**config.mk**
```make
export PLATFORM = sky130hd
export DESIGN_NAME = xps2_tx
export DESIGN_NICKNAME = d
export VERILOG_FILES = /design/src/rtl/xps2_tx_pkg.sv /design/src/rtl/xps2_tx_sync.sv /design/src/rtl/xps2_tx.sv
export SDC_FILE = /design/constraint.sdc
export NUM_CORES = 1
export LEC_CHECK = 0
export ABC_AREA = 1
export CAP_MARGIN = 20
export CORE_AREA = 2 2 68 70
export DETAILED_ROUTE_END_ITERATION = 8
export DIE_AREA = 0 0 70 72
export PLACE_DENSITY = 0.83
export SYNTH_ARGS = -nofsm -noshare
export SYNTH_HDL_FRONTEND = slang
export SYNTH_HIERARCHICAL = 1
export SYNTH_SLANG_ARGS = --single-unit
```
**constraint.sdc**
```tcl
create_clock -name clk -period 2.8 [get_ports clk]
set_input_delay 0.28 -clock clk [delete_from_list [all_inputs] [get_ports clk]]
set_output_delay 0.28 -clock clk [all_outputs]
set_load 0.02 [all_outputs]
```
**src/rtl/xps2_tx_pkg.sv**
```systemverilog
// xps2_tx_pkg: shared state encoding, status bit indices and frame bit numbers for the PS/2 host transmitter
package xps2_tx_pkg;
  typedef enum logic [2:0] {IDLE, INHIBIT, REQ, BITS, ACK, DONE, ERROR} state_t;
  localparam int ST_BUSY = 0;
  localparam int ST_DONE = 1;
  localparam int ST_ERR = 2;
  localparam logic [3:0] BIT_PAR = 4'd9;
  localparam logic [3:0] BIT_STOP = 4'd10;
  localparam logic [3:0] BIT_ACK = 4'd11;
  function automatic logic odd_parity(input logic [7:0] b);
    return ~^b;
  endfunction
endpackage

```
**src/rtl/xps2_tx_sync.sv**
```systemverilog
// xps2_tx_sync: ps2_clk/ps2_data synchroniser with a falling-edge pulse for ps2_clk
module xps2_tx_sync #(
  parameter int SYNC_STAGES = 2
) (
  input  logic clk,
  input  logic rst,
  input  logic ps2_clk_in,
  input  logic ps2_data_in,
  output logic clk_fall,
  output logic clk_lvl,
  output logic data_lvl
);
  logic [SYNC_STAGES:0] c;
  logic [SYNC_STAGES-1:0] d;
  always_ff @(posedge clk or posedge rst)
    if (rst) begin
      c <= '1;
      d <= '1;
    end else begin
      c <= {c[SYNC_STAGES-1:0], ps2_clk_in};
      d <= {d[SYNC_STAGES-2:0], ps2_data_in};
    end
  assign clk_lvl = c[SYNC_STAGES-1];
  assign clk_fall = c[SYNC_STAGES] & ~c[SYNC_STAGES-1];
  assign data_lvl = d[SYNC_STAGES-1];
endmodule

```
**src/rtl/xps2_tx.sv**
```systemverilog
// xps2_tx: PS/2 host-to-device command transmitter; define XPS2_TX_WDOG_EN for the device-edge watchdog
module xps2_tx
  import xps2_tx_pkg::*;
#(
  parameter int INHIBIT_CYCLES = 5000,
  parameter int TIMEOUT_CYCLES = 750000,
  parameter int SYNC_STAGES = 2
) (
  input  logic       clk,
  input  logic       rst,
  input  logic       sel,
  input  logic       we,
  input  logic [7:0] data_in,
  output logic [2:0] data_out,
  input  logic       ps2_clk_in,
  input  logic       ps2_data_in,
  output logic       ps2_clk_oe,
  output logic       ps2_data_oe,
  output logic       rx_inhibit
);
  localparam int CW = $clog2((INHIBIT_CYCLES > TIMEOUT_CYCLES ? INHIBIT_CYCLES : TIMEOUT_CYCLES) + 1);
  state_t state, state_n;
  logic [CW-1:0] cnt, cnt_n;
  logic [3:0] n, n_n, e;
  logic [7:0] byte_r, byte_n;
  logic par, par_n, bit_oe, bit_oe_n, done, done_n, err, err_n;
  logic fall, clk_lvl, data_lvl, busy;

  xps2_tx_sync #(.SYNC_STAGES(SYNC_STAGES)) u_sync (
    .clk(clk),
    .rst(rst),
    .ps2_clk_in(ps2_clk_in),
    .ps2_data_in(ps2_data_in),
    .clk_fall(fall),
    .clk_lvl(clk_lvl),
    .data_lvl(data_lvl)
  );

  always_ff @(posedge clk or posedge rst)
    if (rst) begin
      state <= IDLE;
      cnt <= '0;
      n <= '0;
      byte_r <= '0;
      par <= 1'b0;
      bit_oe <= 1'b0;
      done <= 1'b0;
      err <= 1'b0;
    end else begin
      state <= state_n;
      cnt <= cnt_n;
      n <= n_n;
      byte_r <= byte_n;
      par <= par_n;
      bit_oe <= bit_oe_n;
      done <= done_n;
      err <= err_n;
    end

  // e is the number of the device falling edge being handled (1..11)
  always_comb begin
    state_n = state;
    cnt_n = cnt;
    n_n = n;
    byte_n = byte_r;
    par_n = par;
    bit_oe_n = bit_oe;
    done_n = done;
    err_n = err;
    e = n + 4'd1;
    case (state)
      IDLE: if (sel && we) begin
        state_n = INHIBIT;
        cnt_n = CW'(INHIBIT_CYCLES - 1);
        byte_n = data_in;
        par_n = odd_parity(data_in);
        done_n = 1'b0;
        err_n = 1'b0;
      end
      INHIBIT: begin
        cnt_n = cnt - CW'(1);
        state_n = cnt == '0 ? REQ : INHIBIT;
      end
      REQ: begin
        state_n = BITS;
        n_n = '0;
        bit_oe_n = 1'b1;
        cnt_n = CW'(TIMEOUT_CYCLES - 1);
      end
      BITS: if (fall) begin
        n_n = e;
        bit_oe_n = e == BIT_STOP ? 1'b0 : e == BIT_PAR ? ~par : ~byte_r[n[2:0]];
        state_n = e == BIT_ACK ? (data_lvl ? ERROR : ACK) : BITS;
      end
      ACK: state_n = clk_lvl && data_lvl ? DONE : ACK;
      DONE: begin
        done_n = 1'b1;
        state_n = IDLE;
      end
      ERROR: begin
        err_n = 1'b1;
        state_n = IDLE;
      end
      default: state_n = IDLE;
    endcase
`ifdef XPS2_TX_WDOG_EN
    if (state == BITS || state == ACK) begin
      cnt_n = fall ? CW'(TIMEOUT_CYCLES - 1) : cnt - CW'(1);
      if (!fall && cnt == '0) state_n = ERROR;
    end
`endif
  end

  assign busy = state inside {INHIBIT, REQ, BITS, ACK};
  assign rx_inhibit = busy;
  assign ps2_clk_oe = state inside {INHIBIT, REQ};
  assign ps2_data_oe = state == REQ || (state == INHIBIT && cnt == '0) || (state == BITS && bit_oe);

  always_comb begin
    data_out = '0;
    data_out[ST_BUSY] = busy;
    data_out[ST_DONE] = done;
    data_out[ST_ERR] = err;
  end
endmodule

```
# Yosys cells after proc, flatten, opt, wreduce, memory -nomap -nowiden

Index checks and enable logic that the tools add are counted.
Widths: inputs -> output; s select.

Add/subtract/negate cells: 2
Order comparisons: 1
Eq/ne operators: 11
Mux-type cells: 20
Bitwise logic cells: 4
Reductions and logical operators: 21

Operators with widths:

| operator              | number |
|---|---|
| $pmux 20 s3           | 1 |
| $logic_not 20->1      | 1 |
| $mux 20               | 1 |
| $sub 20x1->20 const B | 1 |
| $pmux 3 s5            | 1 |
| $eq 4x4->1 const B    | 3 |
| $reduce_and 2->1      | 6 |
| $eq 3x3->1 const B    | 3 |
| $mux 3                | 3 |
| $pmux 4 s2            | 1 |
| $reduce_bool 2->1     | 4 |
| $reduce_xnor 8->1     | 1 |
| $eq 3x2->1 const B    | 2 |
| $mux 1                | 6 |
| $pmux 1 s2            | 3 |
| $add 4x1->4 const B   | 1 |
| $logic_and 1x1->1     | 4 |
| $lt 3x4->1 const B    | 1 |
| $mux 2                | 2 |
| $mux 4                | 1 |
| $ne 2x2->1 const B    | 2 |
| $reduce_bool 4->1     | 1 |
| $bmux 1 s3            | 1 |
| $eq 3x1->1 const B    | 1 |
| 5 further kinds       | 8 |

Bits in registers: 44
Input bits: 14
Output and inout bits: 6
Logic and storage cells: 69

# Depth between registers and ports, before layout

Gate-level depths: netlist of run 1.

Depth in word-level cells: 7
Depth in mapped cells: 10

# Hierarchy

Netlist of run 1, hierarchy kept.

By module, submodules not included:

| module       | times used | cells each | area an instance (um^2) | sequential area each (um^2) |
|---|---|---|---|---|
| xps2_tx      | 1          | 316        | 2338.5                  | 975.9 |
| xps2_tx_sync | 1          | 8          | 145.1                   | 131.4 |

# Least setup slack after synthesis of run 1

OpenSTA, ideal clock, no wires.

Path kind: register -> output
Start point: register state[2]
End point: output port data_out[0]
Arrival: 1.373 ns
Required time: 2.520 ns
Slack: 1.147 ns
Cell stages (with the launch flop): 6
Cell sequence: dfrtp_1 -> inv_2 -> nand3_2 -> buf_2 -> nand4_1 -> buf_4

Longest elaborated chain between the ends: 2
Elaborated cells between the ends (all ways): 5

RTL lines:

| what                               | line           | text |
|---|---|---|
| start: declaration                 | xps2_tx.sv:22  | `state_t state, state_n;` |
| start signal: assignment           | xps2_tx.sv:50  | `state <= state_n;` |
| $eq 3x1->1 (tied with other cells) | xps2_tx.sv:114 | `assign busy = state inside {INHIBIT, REQ, BITS, ACK};` |
| $reduce_bool 4->1 (*)              | xps2_tx.sv:114 |  |
| end: declaration                   | xps2_tx.sv:14  | `output logic [2:0] data_out,` |

Mark *: on every way between the ends. The rest lies on a longest branch, timed or not.

# Worst setup path after layout of run 1

Start point: register state[1]
End point: output port ps2_data_oe

Longest elaborated chain between the ends: 4
Elaborated cells between the ends (all ways): 7

RTL lines:

| what                 | line           | text |
|---|---|---|
| $eq 3x1->1           | xps2_tx.sv:117 | `assign ps2_data_oe = state == REQ \|\| (state == INHIBIT && cnt == '0) \|\| (state == BITS && bit_oe);` |
| $logic_and 1x1->1    | xps2_tx.sv:117 |  |
| $logic_or 1x1->1     | xps2_tx.sv:117 |  |
| $logic_or 1x1->1 (*) | xps2_tx.sv:117 |  |
| end: declaration     | xps2_tx.sv:18  | `output logic ps2_data_oe,` |

Marked as above.

==> flow_results.org, run 1 <==
** Outcome
- Outcome :: complete, no violations

** Route
- After detailed routing, the average wire length per cell comes to 13.1 um.
- After the first detailed-routing iteration, the DRC count stood at 150.
- Total routed wirelength :: 5220 um
- Drt drc :: 0
- Count of nets left with antenna violations after detail routing :: 0
- In the routed layout, each cell is associated on average with a via count of 5.41.
- Router iterations before antenna repair :: 4
- DR vias :: 2,146

** GRT
- Wire length of the first global-routing pass :: 9230 um
- Global routing consumed, on the met1 layer, 28.0% of the routing resources.
- Met3 track utilization from global routing :: 4.86%
- The global routing stage identified its most utilized layer as met2.
- The number of antenna violations at the first check in global routing was 0.
- Global routing consumed, on the met2 layer, 40.3% of the routing resources.
- Vias in the first global route :: 2,113
- Overall Global Routing Usage :: 23.1%
- Pin count of the biggest net entering global routing :: 40
- After global routing the overflow that remains totals 0.

** Place
- Buffers placed on the I/O ports in this run total 19.
- Final RePlAce weighted congestion :: 0.960
- HPWL reported at the end of detailed placement :: 3830 um

** Yosys
- Of all cell types, the one taking the most synthesized area is sky130_fd_sc_hd__dfrtp_1.
- Synthesis produced a netlist whose cell count is 324.
- Counting flops with an async set or reset pin after synthesis yields a share of 100%.
- Post-synthesis average cell area :: 7.67 um^2
- Number of unique standard cell types used by synthesis :: 31
- Number of enable-type register cells in the synthesized netlist :: 0
- Of the synthesized area, sequential elements account for 44.6%.
- After synthesis, the largest area contributor takes up 39.3% of total cell area.
- Post-synth design cell area :: 2480 um^2
- Synthesis Warnings :: 6
- By area the synthesized netlist is led by sky130_fd_sc_hd__dfrtp_1, sky130_fd_sc_hd__nand2_1, sky130_fd_sc_hd__nand3_1.
- Synthesized net count :: 344
- Ys flop type :: sky130_fd_sc_hd__dfrtp_1
- Synthesis-stage register bit count :: 44

** Clock network
- TritonCTS built the clock tree.
- Reg clk slew, reported paths :: 0.08 ns
- Skew-Pair Late Insertion Delay :: 0.30 ns
- The tree built by TritonCTS fans out to 44 sinks.
- CTS root buffer :: sky130_fd_sc_hd__clkbuf_8
- Clock buffers created by TritonCTS :: 5
- The number of hold buffers added after CTS was 0.
- The number of gates resized after CTS was 0.
- The H-tree was split into 2 levels.
- Post-CTS timing repair inserted 0 buffers for setup.
- No sink is reached through more buffers than the 2 on the longest clock path.

** STA
- At the pin with the least slew margin, the transition time is 0.553 ns.
- Count of final setup violators :: 0
- Final hold analysis gives a worst-case slack of 0.362 ns.
- The worst pin sits at a relative slew slack of 63.0%.
- TNS Setup :: 0 ns
- Max Freq :: 412 MHz
- Period minus WS final :: 2.43 ns
- After layout, the worst path uses 86.7% of the clock period.
- Number of failing hold endpoints at the final stage :: 0
- Setup repair after global routing missed its margin :: no
- The final-report max-slew violation count came to 0.
- On the final layout, the worst clock skew is 0.00825 ns.

** Floorplan
- Area of the die :: 5040 um^2
- During I/O placement, the number of pins put on the boundary was 20.
- The floorplan has 24 rows.
- For this configuration, the core starts out at a cell density of 58.2%.
- After floorplanning, the core was sized to cover 4260 um^2.
- Measured along the x axis, the die boundary spans 70 um.
- The die is 72 um tall.

** Critical path
- Endpoint kind of the worst setup timing path :: output port
- The worst setup path is launched from a flip-flop.
- At the worst endpoint, the arrival time is 2.15 ns.
- The critical path is of the reg2out type.
- In this run the register-to-register setup slack is 0.94 ns.
- Of all nets on the critical path, the largest fanout is 14.
- Critical register-to-register path startpoint :: state[1]$_DFFE_PP0P_
- In this run the critical register-to-register path is captured at cnt[12]$_DFFE_PP0P_.
- The worst register-to-register path has a depth of 8.
- Data on the critical path is required at its endpoint by 2.52 ns.

** Finish
- Cells fill 65.5% of the core in the end.
- The repair_antennas step left the layout with diodes totalling 0.
- Share of post-route cells with drive strength above 1 :: 8.70%
- Number of nets in the final layout :: 364
- Area Growth Syn to Fin :: 12.4%

** Job
- The tool flagged a number of max-cap violations equal to 0.

** Pwr
- Static leakage power :: 1.34 nW
- Power density over cell area :: 830 nW/um^2
- Peak supply drop :: 0.000426 V

** Worst hold path
- Worst min-delay path class :: reg2reg
- Launch instance of the worst min-delay path :: u_sync/d[0]$_DFF_PP1_
- Worst Hold Path Cells :: 0
- For hold timing, the worst endpoint is u_sync/d[1]$_DFF_PP1_.
[worst max-delay path by stage]
stage                         startpoint          end  depth (start not counted)
finish              state[1]$_DFFE_PP0P_  ps2_data_oe                          6
global route          cnt[8]$_DFFE_PP0P_  ps2_data_oe                          8
CTS                 state[1]$_DFFE_PP0P_  ps2_data_oe                          6
detailed placement  state[1]$_DFFE_PP0P_  ps2_data_oe                          6
global placement    state[1]$_DFFE_PP0P_  ps2_data_oe                          6
floorplan           state[2]$_DFFE_PP0P_  data_out[0]                          5
[power by group]
group	total [mW]	internal [mW]	leakage (nW)	switching [mW]
Combinational	0.926	0.334	0.755	0.592
Clock	0.415	0.200	0.0445	0.215
Sequential	0.976	0.811	0.543	0.165
Total	2.32	1.35	1.34	0.972
[state kept, by name (all words and copies together), names as in the netlist]
register and cells:
byte_r 8, err 1, state 3, u_sync/d 2
u_sync/c 3, par 1, cnt 20, n 4
bit_oe 1, done 1
[cell families (layout without fill, tap and decap cells)]
group	Yosys count	after routing	share of synthesized area, %
simple gates	183	183	32.6
flops	44	44	44.6
buf+inv	44	65	7.61
compound gates	35	35	7.96
xor+xnor	12	12	4.23
fa+ha+maj	6	6	3.02
[critical path, cell delays in order (launching register included)]
cell and delay (ns):
sky130_fd_sc_hd__dfrtp_1 0.46, sky130_fd_sc_hd__inv_2 0.14, sky130_fd_sc_hd__nand3_2 0.29, sky130_fd_sc_hd__nand2_4 0.20, sky130_fd_sc_hd__nand2_1 0.08, sky130_fd_sc_hd__nand2_1 0.08, sky130_fd_sc_hd__clkdlybuf4s50_1 0.61
[cell usage after synthesis (4+ instances only)]
| cell | instances |
|---|---|
| sky130_fd_sc_hd__inv_1 | 32 |
| sky130_fd_sc_hd__nand2_1 | 101 |
| sky130_fd_sc_hd__ha_1 | 6 |
| sky130_fd_sc_hd__nor2_2 | 4 |
| sky130_fd_sc_hd__inv_2 | 4 |
| sky130_fd_sc_hd__nand3_1 | 31 |
| sky130_fd_sc_hd__xor2_1 | 6 |
| sky130_fd_sc_hd__a21oi_1 | 9 |
| sky130_fd_sc_hd__nand4_1 | 4 |
| sky130_fd_sc_hd__xnor2_1 | 6 |
| sky130_fd_sc_hd__o21ai_0 | 13 |
| sky130_fd_sc_hd__dfstp_2 | 5 |
| sky130_fd_sc_hd__buf_4 | 5 |
| sky130_fd_sc_hd__nor2_1 | 30 |
| sky130_fd_sc_hd__o21ai_1 | 4 |
| sky130_fd_sc_hd__dfrtp_1 | 39 |
| sky130_fd_sc_hd__o22ai_1 | 4 |
[placed cells by master (no fill, tap or decap), types with 5 or more instances in the layout]
cell / n
sky130_fd_sc_hd__ha_1: 6
sky130_fd_sc_hd__nand3_1: 31
sky130_fd_sc_hd__o21ai_0: 13
sky130_fd_sc_hd__nand2_1: 101
sky130_fd_sc_hd__xor2_1: 6
sky130_fd_sc_hd__dfrtp_1: 39
sky130_fd_sc_hd__xnor2_1: 6
sky130_fd_sc_hd__clkbuf_8: 6
sky130_fd_sc_hd__a21oi_1: 9
sky130_fd_sc_hd__inv_1: 32
sky130_fd_sc_hd__nor2_1: 30
sky130_fd_sc_hd__dfstp_2: 5
sky130_fd_sc_hd__clkdlybuf4s50_1: 19
[cell type report]
class / count / area [um^2]
fill: 365 / 1470
multi-input combinational: 236 / 1190
sequential: 44 / 1110
timing repair buffer: 20 / 198
inverter: 37 / 141
clock buffer: 7 / 86.3
tap: 52 / 65.1
clock inverter: 1 / 7.51
[stage by stage]
stage / cell area [um^2] / setup WS (ns) / power, mW / instances
global placement: 2700 / 0.731 / 1.87 / 389
floorplan: 2480 / 1.15 / 1.65 / 324
global route: 2790 / 0.222 / 2.49 / 397
finish: 2790 / 0.373 / 2.32 / 397
detailed placement: 2700 / 0.696 / 1.90 / 389
CTS: 2790 / 0.368 / 2.32 / 397
[layer usage]
layer | wire length (um) | part of all wire, %
met1 | 2220 | 43
met2 | 2660 | 51
met3 | 232 | 4.4
met4 | 104 | 2.0
met5 | 0 | 0
Note: power is estimated with default switching activity, not from simulation.
==> inputs of run 2 (changes only) <==
- ABC_AREA: 1 -> default
- ABC_CLOCK_PERIOD_IN_PS: default -> 2800
- CORE_AREA: 2 2 68 70 -> 2 2 69 71
- DIE_AREA: 0 0 70 72 -> 0 0 71 73
- PLACE_DENSITY: 0.83 -> 0.84
==> run 2 against run 1 <==
Net effect: sequential power decreased by 30%; wire length increased by 5.7%; sequential cell count unchanged; hold slack got worse by 0.0031 ns; largest cell class unchanged; final area increased by 6.6%; combinational power decreased by 90%; power decreased by 37%; highest routed layer unchanged; via count decreased by 4.0%; clock skew about the same; cell count decreased by 17%; worst setup slack got worse by 0.16 ns; synthesized cell count decreased by 21%.
==> flow_results.org, run 2 <==
** Place
- The quantity of I/O buffers inserted on ports was 19 (unchanged).
- The routability congestion estimate from global placement came to 0.812 (-15%).
- The post-detailed-placement cell area was 2810 um^2 (+4.1%).
- HPWL reported at the end of detailed placement :: 3850 um (+0.54%)

** Finish
- Commonest non-fill, non-tap cells in the layout :: sky130_fd_sc_hd__dfrtp_1, sky130_fd_sc_hd__nand2_1, sky130_fd_sc_hd__nor2_1, sky130_fd_sc_hd__clkdlybuf4s50_1, sky130_fd_sc_hd__o21ai_0
- Utilization of the core after routing :: 65.6% (+0.13 points)
- The total of fill cells in the finished design came to 329 (-9.9%).
- Compared with the post-synthesis result, the final layout area differs by 14.9%.
- Counting flops per register, the top entry is cnt.
- The final net count is 293 (-20%).
- The share of cells above drive strength 1 was 15.3% (+6.6 points).
- The largest registers in the layout are cnt x20, byte_r x8, n x4.
- The post-route cell area is 2980 um^2 (+6.6%).
- The library cell used most frequently in the layout, excluding fill and tap cells, is sky130_fd_sc_hd__dfrtp_1.
- The flip-flop count of the largest register after layout came to 20 (unchanged).
- The number of antenna repair diodes was 0 (unchanged).

** GRT
- The via count of the first global-routing pass came to 1,918 (-9.2%).
- The first-pass GRT wire length was 9400 um (+1.9%).
- Pin count of the biggest net entering global routing :: 40 (unchanged)
- Remaining global-route overflow :: 0 (unchanged)
- The total routing usage reported by global routing is 23.1% (about the same).
- Initial antenna violation count :: 0 (unchanged)

** Clock network
- The tree is rooted in a sky130_fd_sc_hd__clkbuf_8.
- The number of levels the H-tree was split into came to 2 (unchanged).
- Skew-Pair Late Insertion Delay :: 0.30 ns (about the same)
- The worst-case clock buffer depth was 2 (unchanged).
- The number of clock sinks seen by CTS came to 44 (unchanged).
- The number of setup buffers added after CTS was 0 (unchanged).
- Reg clk slew, reported paths :: 0.09 ns (about the same)
- The total CTS buffers was 5 (unchanged).
- TritonCTS built the clock tree.

** Yosys
- The number of different library cells in the post-synthesis netlist came to 61 (+97%).
- The async set-or-reset flop fraction in the synthesized netlist is 100% (unchanged).
- Summed over all instances, the cell type with the most area after synthesis is sky130_fd_sc_hd__dfrtp_1.
- The share of the yosys chip area belonging to registers was 42.7% (-1.9 points).
- In the synthesized netlist, the cells that appear most often are sky130_fd_sc_hd__dfrtp_1, sky130_fd_sc_hd__nand2_1, sky130_fd_sc_hd__nor2_1, sky130_fd_sc_hd__o21ai_0, sky130_fd_sc_hd__a21oi_1.
- Post-synth design cell area :: 2590 um^2 (+4.3%)
- The count of flip-flops with a built-in enable after synthesis is 0 (unchanged).
- In the synthesized netlist the dominant register cell turns out to be sky130_fd_sc_hd__dfrtp_1.
- Dominant cells by area after synthesis :: sky130_fd_sc_hd__dfrtp_1, sky130_fd_sc_hd__dfstp_2, sky130_fd_sc_hd__mux2_4
- Post-synth top area share :: 37.7% (-1.6 points)
- The synthesized netlist net count is 276 (-20%).
- The number of standard cells after synthesis was 256 (-21%).
- sky130_fd_sc_hd__dfrtp_1 is the most common cell in the netlist.
- The average size of a mapped cell is 10.1 um^2 (+32%).
- Synthesis-stage register bit count :: 44 (unchanged)
- The number of warnings printed during yosys synthesis came to 6 (unchanged).

** Floorplan
- Area of the die :: 5180 um^2 (+2.8%)
- Die Y-Extent :: 73 um (+1.4%)
- Initial cell density of the core :: 57.1% (-1.1 points)
- The site row count came to 25 (+4.2%).
- Die Width :: 71 um (+1.4%)
- Top-Level Pins :: 20 (unchanged)
- Core Footprint :: 4540 um^2 (+6.4%)

** Critical path
- Critical Path Stages :: 4 (-2)
- The endpoint required time on the critical path was 2.52 ns (about the same).
- The worst setup slack for register-to-register paths came to 0.80 ns (-0.14 ns).
- The worst setup path is launched from a flip-flop.
- Worst Reg2Reg Path Length in Cells :: 4 (-4)
- Cell with the largest stage delay on the worst path :: sky130_fd_sc_hd__clkdlybuf4s50_1
- Critical register-to-register path startpoint :: cnt[2]$_DFFE_PP0P_
- The cell family contributing the most delay on the critical path is buffers and inverters.
- Largest stage delay, worst path :: 0.60 ns (about the same)
- WP data arrival :: 2.31 ns (+0.16 ns)
- Maximum fanout count along the critical path :: 11 (-3)
- By startpoint and endpoint, the worst setup path is classified as reg2out.
- Start point of the critical path :: state[0]$_DFFE_PP0P_
- The count of buffer and inverter cells on the critical path is 2 (unchanged).
- The worst register-to-register path ends at cnt[15]$_DFFE_PP0P_.
- Following the worst setup path forward leads to its endpoint at ps2_clk_oe.
- Endpoint kind of the worst setup timing path :: output port
- The signal on the critical path passes through inv_1 -> or3_1 -> nand2_1 -> clkdlybuf4s50_1.

** STA
- The clock period minus final worst setup slack is 2.59 ns (+0.164 ns).
- The final count of negative-setup-slack endpoints is 0 (unchanged).
- The maximum achievable frequency was 386 MHz (-6.3%).
- The share of the clock period used by the worst path was 92.5% (+5.9 points).
- The transition time at the pin with the least slew margin came to 0.708 ns (+0.155 ns).
- Number of failing hold endpoints at the final stage :: 0 (unchanged)
- TNS Setup :: 0 ns (unchanged)
- Max-slew headroom :: 52.7% (-10 points)
- The final clock skew came to 0.00798 ns (-0.000272 ns).
- Setup repair after global routing left no endpoint under its margin.
- Fin. max-slew vios :: 0 (unchanged)

** Pwr
- Static leakage power :: 1.22 nW (-9.1%)
- The total power came to 1.45 mW (-37%).
- The worst ir drop on vdd is 0.000318 V (-25%).
- The power density normalized to cell area came to 487 nW/um^2 (-41%).

** Worst hold path
- In this run the most critical hold path is launched from u_sync/c[0]$_DFF_PP1_.
- The tightest min-delay check is of the reg2reg type.

** Route
- Vias per inst :: 6.28 (+16%)
- The count of unresolved DRC violations after routing is 0 (unchanged).
- Number of DRC violations after detailed-routing iteration 0 :: 132 (-12%)
- Router iterations before antenna repair :: 4 (unchanged)
- The average detailed-routed wire length per instance was 16.8 um (+28%).
- The total wire length after detailed routing came to 5510 um (+5.7%).
- The remaining antenna violation count was 0 (unchanged).
- The via count is 2,061 (-4.0%).

** Outcome
- Outcome :: complete, no violations

** Job
- Count of max-cap constraint violations :: 0 (unchanged)
[run 2: changes by cell type after synthesis, sizes merged, moves of 5 or more]
cell | before | now
nand2 | 103 | 19
inv | 37 | 9
nand3 | 32 | 10
nor2 | 35 | 18
mux2 | 0 | 10
nor4 | 0 | 6
or3 | 0 | 6
clkbuf | 0 | 5
[run 2: stage by stage]
| step | setup slack (ns) | hold WS, ns | instances |
|---|---|---|---|
| 5_1_grt | 0.121 | 0.362 | 328 |
| 4_1_cts | 0.240 | 0.359 | 328 |
| 6_report | 0.209 | 0.358 | 328 |
| 2_1_floorplan | 0.826 | 0.257 | 256 |
| 3_5_place_dp | 0.273 | 0.347 | 320 |
| 3_3_place_gp | 0.266 | 0.346 | 320 |
[run 2: kinds of logic (layout without fill, tap and decap cells)]
family / after synthesis / count (layout) / synth area share [%]
AOI/OAI and AO/OA: 57 / 57 / 14.6
muxes: 14 / 14 / 7.73
adders and majority gates: 6 / 6 / 2.90
xor gates and xnor gates: 12 / 12 / 4.06
buffers and inverters: 22 / 40 / 3.96
DFF: 44 / 44 / 42.7
and+or+nand+nor: 101 / 101 / 24.0
[run 2: layer usage]
metal  wire (um)  global-route usage, %  vias up
met5           0                      0        -
met4         102                   8.81        0
met3         307                   4.14       13
met2        2530                   34.6       75
met1        2570                   33.6      998
li1            -                      -      975
[run 2: where the power goes]
part           internal (mW)  switching [mW]
clock                  0.446           0.225
sequential             0.658          0.0247
combinational         0.0522          0.0444
[run 2: area by class of cell]
cell class / count / area, um^2 / share of cell area [%]
multi-input combinational: 190 / 1390 / 46.7
sequential: 44 / 1110 / 37.2
timing repair buffer: 23 / 219 / 7.36
clock inverter: 3 / 90.1 / 3.03
clock buffer: 5 / 68.8 / 2.31
tap: 54 / 67.6 / 2.27
inverter: 9 / 33.8 / 1.13
[run 2: repair_timing]
item	4_1_cts	5_1_grt
endpoints found under the setup margin	1	0
hold buffers	0	0
resized for setup	2	0
[run 2: worst min-delay path by stage]
stage	end	slack, ns	cells after the start
2_1_floorplan	u_sync/c[0]$_DFF_PP1_	0.26	1
4_1_cts	u_sync/d[1]$_DFF_PP1_	0.36	0
5_1_grt	u_sync/c[1]$_DFF_PP1_	0.36	0
3_5_place_dp	u_sync/d[1]$_DFF_PP1_	0.35	0
6_report	u_sync/c[1]$_DFF_PP1_	0.36	0
3_3_place_gp	u_sync/d[1]$_DFF_PP1_	0.35	0
[run 2: worst reg2reg max path, delay by kind of cell, from the launching register on]
kind | cells | cell delay (ns)
simple gates | 3 | 1.25
flops | 1 | 0.46
mux | 1 | 0.22
==> inputs of run 3 (changes only) <==
- CAP_MARGIN: 20 -> 30
- PLACE_DENSITY: 0.84 -> 0.86
- SETUP_SLACK_MARGIN: default -> 0.5
==> run 3 against run 2 <==
Net effect: first-iteration DRC count grew 39%; wire length increased by 0.94%; register-to-register slack worse by 0.09 ns; critical endpoint is now ps2_data_oe.
==> flow_results.org, run 3 (synthesis results as in run 2) <==
** GRT
- The pin count of the biggest net entering global routing came to 40 (unchanged).
- The first-pass GRT wire length is 9360 um (-0.36%).
- Overall Global Routing Usage :: 23.4% (+0.31 points)
- Remaining global-route overflow :: 0 (unchanged)
- The number of antenna violations at the first check in global routing came to 0 (unchanged).
- Vias in the first global route :: 1,905 (-0.68%)

** STA
- Number of failing hold endpoints at the final stage :: 0 (unchanged)
- The worst-case headroom to the max-slew limit was 53.2% (+0.52 points).
- The final count of negative-setup-slack endpoints is 0 (unchanged).
- The transition time at the pin with the least slew margin came to 0.700 ns (-0.00772 ns).
- Final setup skew :: 0.0116 ns (+0.00367 ns)
- The share of the clock period used by the worst path was 82.0% (-11 points).
- TNS Setup :: 0 ns (unchanged)
- Setup repair after global routing could not meet its margin everywhere.
- Max Freq :: 436 MHz (+13%)
- The clock period minus final worst setup slack is 2.30 ns (-0.295 ns).
- Fin. max-slew vios :: 0 (unchanged)

** Pwr
- Power density over cell area :: 434 nW/um^2 (-11%)
- The switching power share of the total is 23.3% (+3.1 points).
- Internal portion of total power :: 0.980 mW (-15%)
- Portion of total power attributed to the clock network :: 38.9% (-7.3 points)
- The cell leakage power was 1.18 nW (-3.1%).
- Fraction of power consumed by sequential logic :: 53.5% (+6.4 points)
- The switching power of the nets came to 0.299 mW (+1.7%).
- The total power came to 1.28 mW (-12%).
- Peak supply drop :: 0.000367 V (+16%)
- Portion of total power attributed to combinational logic :: 7.6% (+0.9 points)

** Job
- Count of max-cap constraint violations :: 0 (unchanged)

** Route
- The average detailed-routed wire length per instance is 17.0 um (+0.94%).
- Top routing layer used :: met4
- The number of DRC violations after detailed-routing iteration 0 came to 184 (+39%).
- Detail Route met3 WL :: 355 um (+16%)
- The via count came to 2,025 (-1.7%).
- The total iterations of the first detailed-routing run is 7 (+3).
- The total wire length after detailed routing is 5560 um (+0.94%).
- Met2 WL :: 2670 um (+5.7%)
- The remaining antenna violation count is 0 (unchanged).
- Drt drc :: 0 (unchanged)
- The wire length on met1 was 2460 um (-4.2%).
- Vias per inst :: 6.17 (-1.7%)

** Floorplan
- The starting utilization of the core area was 57.1% (unchanged).
- Core Footprint :: 4540 um^2 (unchanged)
- Die Width :: 71 um (unchanged)
- Die Y-Extent :: 73 um (unchanged)
- Top-Level Pins :: 20 (unchanged)
- Area of the die :: 5180 um^2 (unchanged)
- Row cnt :: 25 (unchanged)

** Clock network
- H-tree depth :: 2 (unchanged)
- Post-CTS setup-driven buffer insertion count :: 0 (unchanged)
- Maximum clock insertion buffer count :: 2 (unchanged)
- Skew-Pair Late Insertion Delay :: 0.30 ns (about the same)
- The tree is rooted in a sky130_fd_sc_hd__clkbuf_8.
- The total of hold buffers inserted after clock tree synthesis was 0 (unchanged).
- CTS tree :: built
- CTS sink cnt :: 44 (unchanged)
- The register clock-pin slew on the reported worst setup and hold paths came to 0.08 ns (about the same).
- Clock buffers created by TritonCTS :: 5 (unchanged)

** Finish
- Most common library cell in the layout ignoring fill and taps :: sky130_fd_sc_hd__dfrtp_1
- Fill cell count :: 337 (+2.4%)
- Utilization of the core after routing :: 65.0% (-0.61 points)
- The register with the most flip-flops in the final layout is cnt.
- Commonest non-fill, non-tap cells in the layout :: sky130_fd_sc_hd__dfrtp_1, sky130_fd_sc_hd__nand2_1, sky130_fd_sc_hd__nor2_1
- Share of post-route cells with drive strength above 1 :: 17.5% (+2.2 points)
- Number of nets in the final layout :: 293 (unchanged)
- Compared with the post-synthesis result, the final layout area differs by 13.8%.
- The number of antenna repair diodes was 0 (unchanged).
- Number of flip-flops under the largest register name :: 20 (unchanged)
- The largest registers in the layout are cnt x20, byte_r x8, n x4.

** Critical path
- Number of buffer and inverter instances along the worst setup path :: 1 (-1)
- Maximum fanout count along the critical path :: 7 (-4)
- The worst setup path is launched from a flip-flop.
- The longest individual stage delay on the worst path came to 0.59 ns (about the same).
- The arrival time reported for the critical path endpoint came to 2.02 ns (-0.29 ns).
- Largest delay share family, worst path :: simple AND/OR/NAND/NOR gates
- Endpoint kind of the worst setup timing path :: output port
- Worst EP required :: 2.52 ns (about the same)
- For this design, the slowest cell found on the critical path is sky130_fd_sc_hd__or4_4.
- The worst setup path is of the reg2out kind.
- Crit path cell chain :: or4_4 -> nor3_4 -> nand4_1 -> a21oi_2 -> buf_4

** Outcome
- Outcome :: complete, no violations

** Place
- The quantity of I/O buffers inserted on ports is 19 (unchanged).
- Final RePlAce weighted congestion :: 0.860 (+5.9%)
- HPWL reported at the end of detailed placement :: 3820 um (-0.71%)

** Worst hold path
- The path class of the tightest hold or removal check is reg2reg.
==> run 3: what timing repair did <==
action,4_1_cts,5_1_grt
pin swaps,1,1
endpoints found under the setup margin,2,3
cloned,0,0
resized for setup,10,3
==> run 3: worst paths after layout <==
kind | endpoint | slack (ns) | depth (start not counted) | start
max | ps2_data_oe | 0.50 | 5 | cnt[5]$_DFFE_PP0P_
min | u_sync/d[1]$_DFF_PP1_ | 0.36 | 0 | u_sync/d[0]$_DFF_PP1_
max reg2reg | cnt[12]$_DFFE_PP0P_ | 0.71 | 6 | cnt[0]$_DFFE_PP0P_
min reg2reg | u_sync/d[1]$_DFF_PP1_ | 0.36 | 0 | u_sync/d[0]$_DFF_PP1_
max in group asynchronous | cnt[5]$_DFFE_PP0P_ | 2.00 | 3 | rst
min in group asynchronous | u_sync/c[1]$_DFF_PP1_ | 0.40 | 2 | rst
==> run 3: power by group through the flow <==
stage          clock (mW)  sequential, mW  combinational [mW]
2_1_floorplan           0           0.690              0.0619
3_3_place_gp            0           0.693              0.0938
3_5_place_dp            0           0.695              0.0965
4_1_cts             0.507           0.684              0.0982
5_1_grt             0.532           0.688               0.108
6_report            0.497           0.685              0.0968
==> run 3: cell type report <==
cell class / count / area [um^2] / area share, %
multi-input combinational: 190 / 1410 / 47.6
inverter: 9 / 33.8 / 1.15
sequential: 44 / 1110 / 37.7
tap: 54 / 67.6 / 2.29
clock inverter: 3 / 46.3 / 1.57
timing repair buffer: 23 / 216 / 7.34
clock buffer: 5 / 68.8 / 2.33
==> run 3: worst register-to-register path, cell delays in order, from the launching register on <==
cell and delay (ns):
sky130_fd_sc_hd__dfrtp_1 0.44, sky130_fd_sc_hd__inv_1 0.10, sky130_fd_sc_hd__ha_1 0.21, sky130_fd_sc_hd__nor4b_4 0.35, sky130_fd_sc_hd__nand3_1 0.24, sky130_fd_sc_hd__nor4_1 0.44
sky130_fd_sc_hd__mux2i_1 0.24
==> run 3: through the flow <==
step	hold WS [ns]	instance area, um^2	worst slack (ns)	instances
finish	0.360	2950	0.504	328
global route	0.362	2950	0.395	328
CTS	0.360	2940	0.477	328
detailed placement	0.347	2810	0.278	320
global placement	0.346	2810	0.292	320
floorplan	0.257	2590	0.826	256
==> run 3: routing by layer <==
metal  up-vias  track usage (%)
met5         -                0
met4         0             8.18
met3         8             4.42
met2        71             37.4
met1       972             32.2
li1        974                -
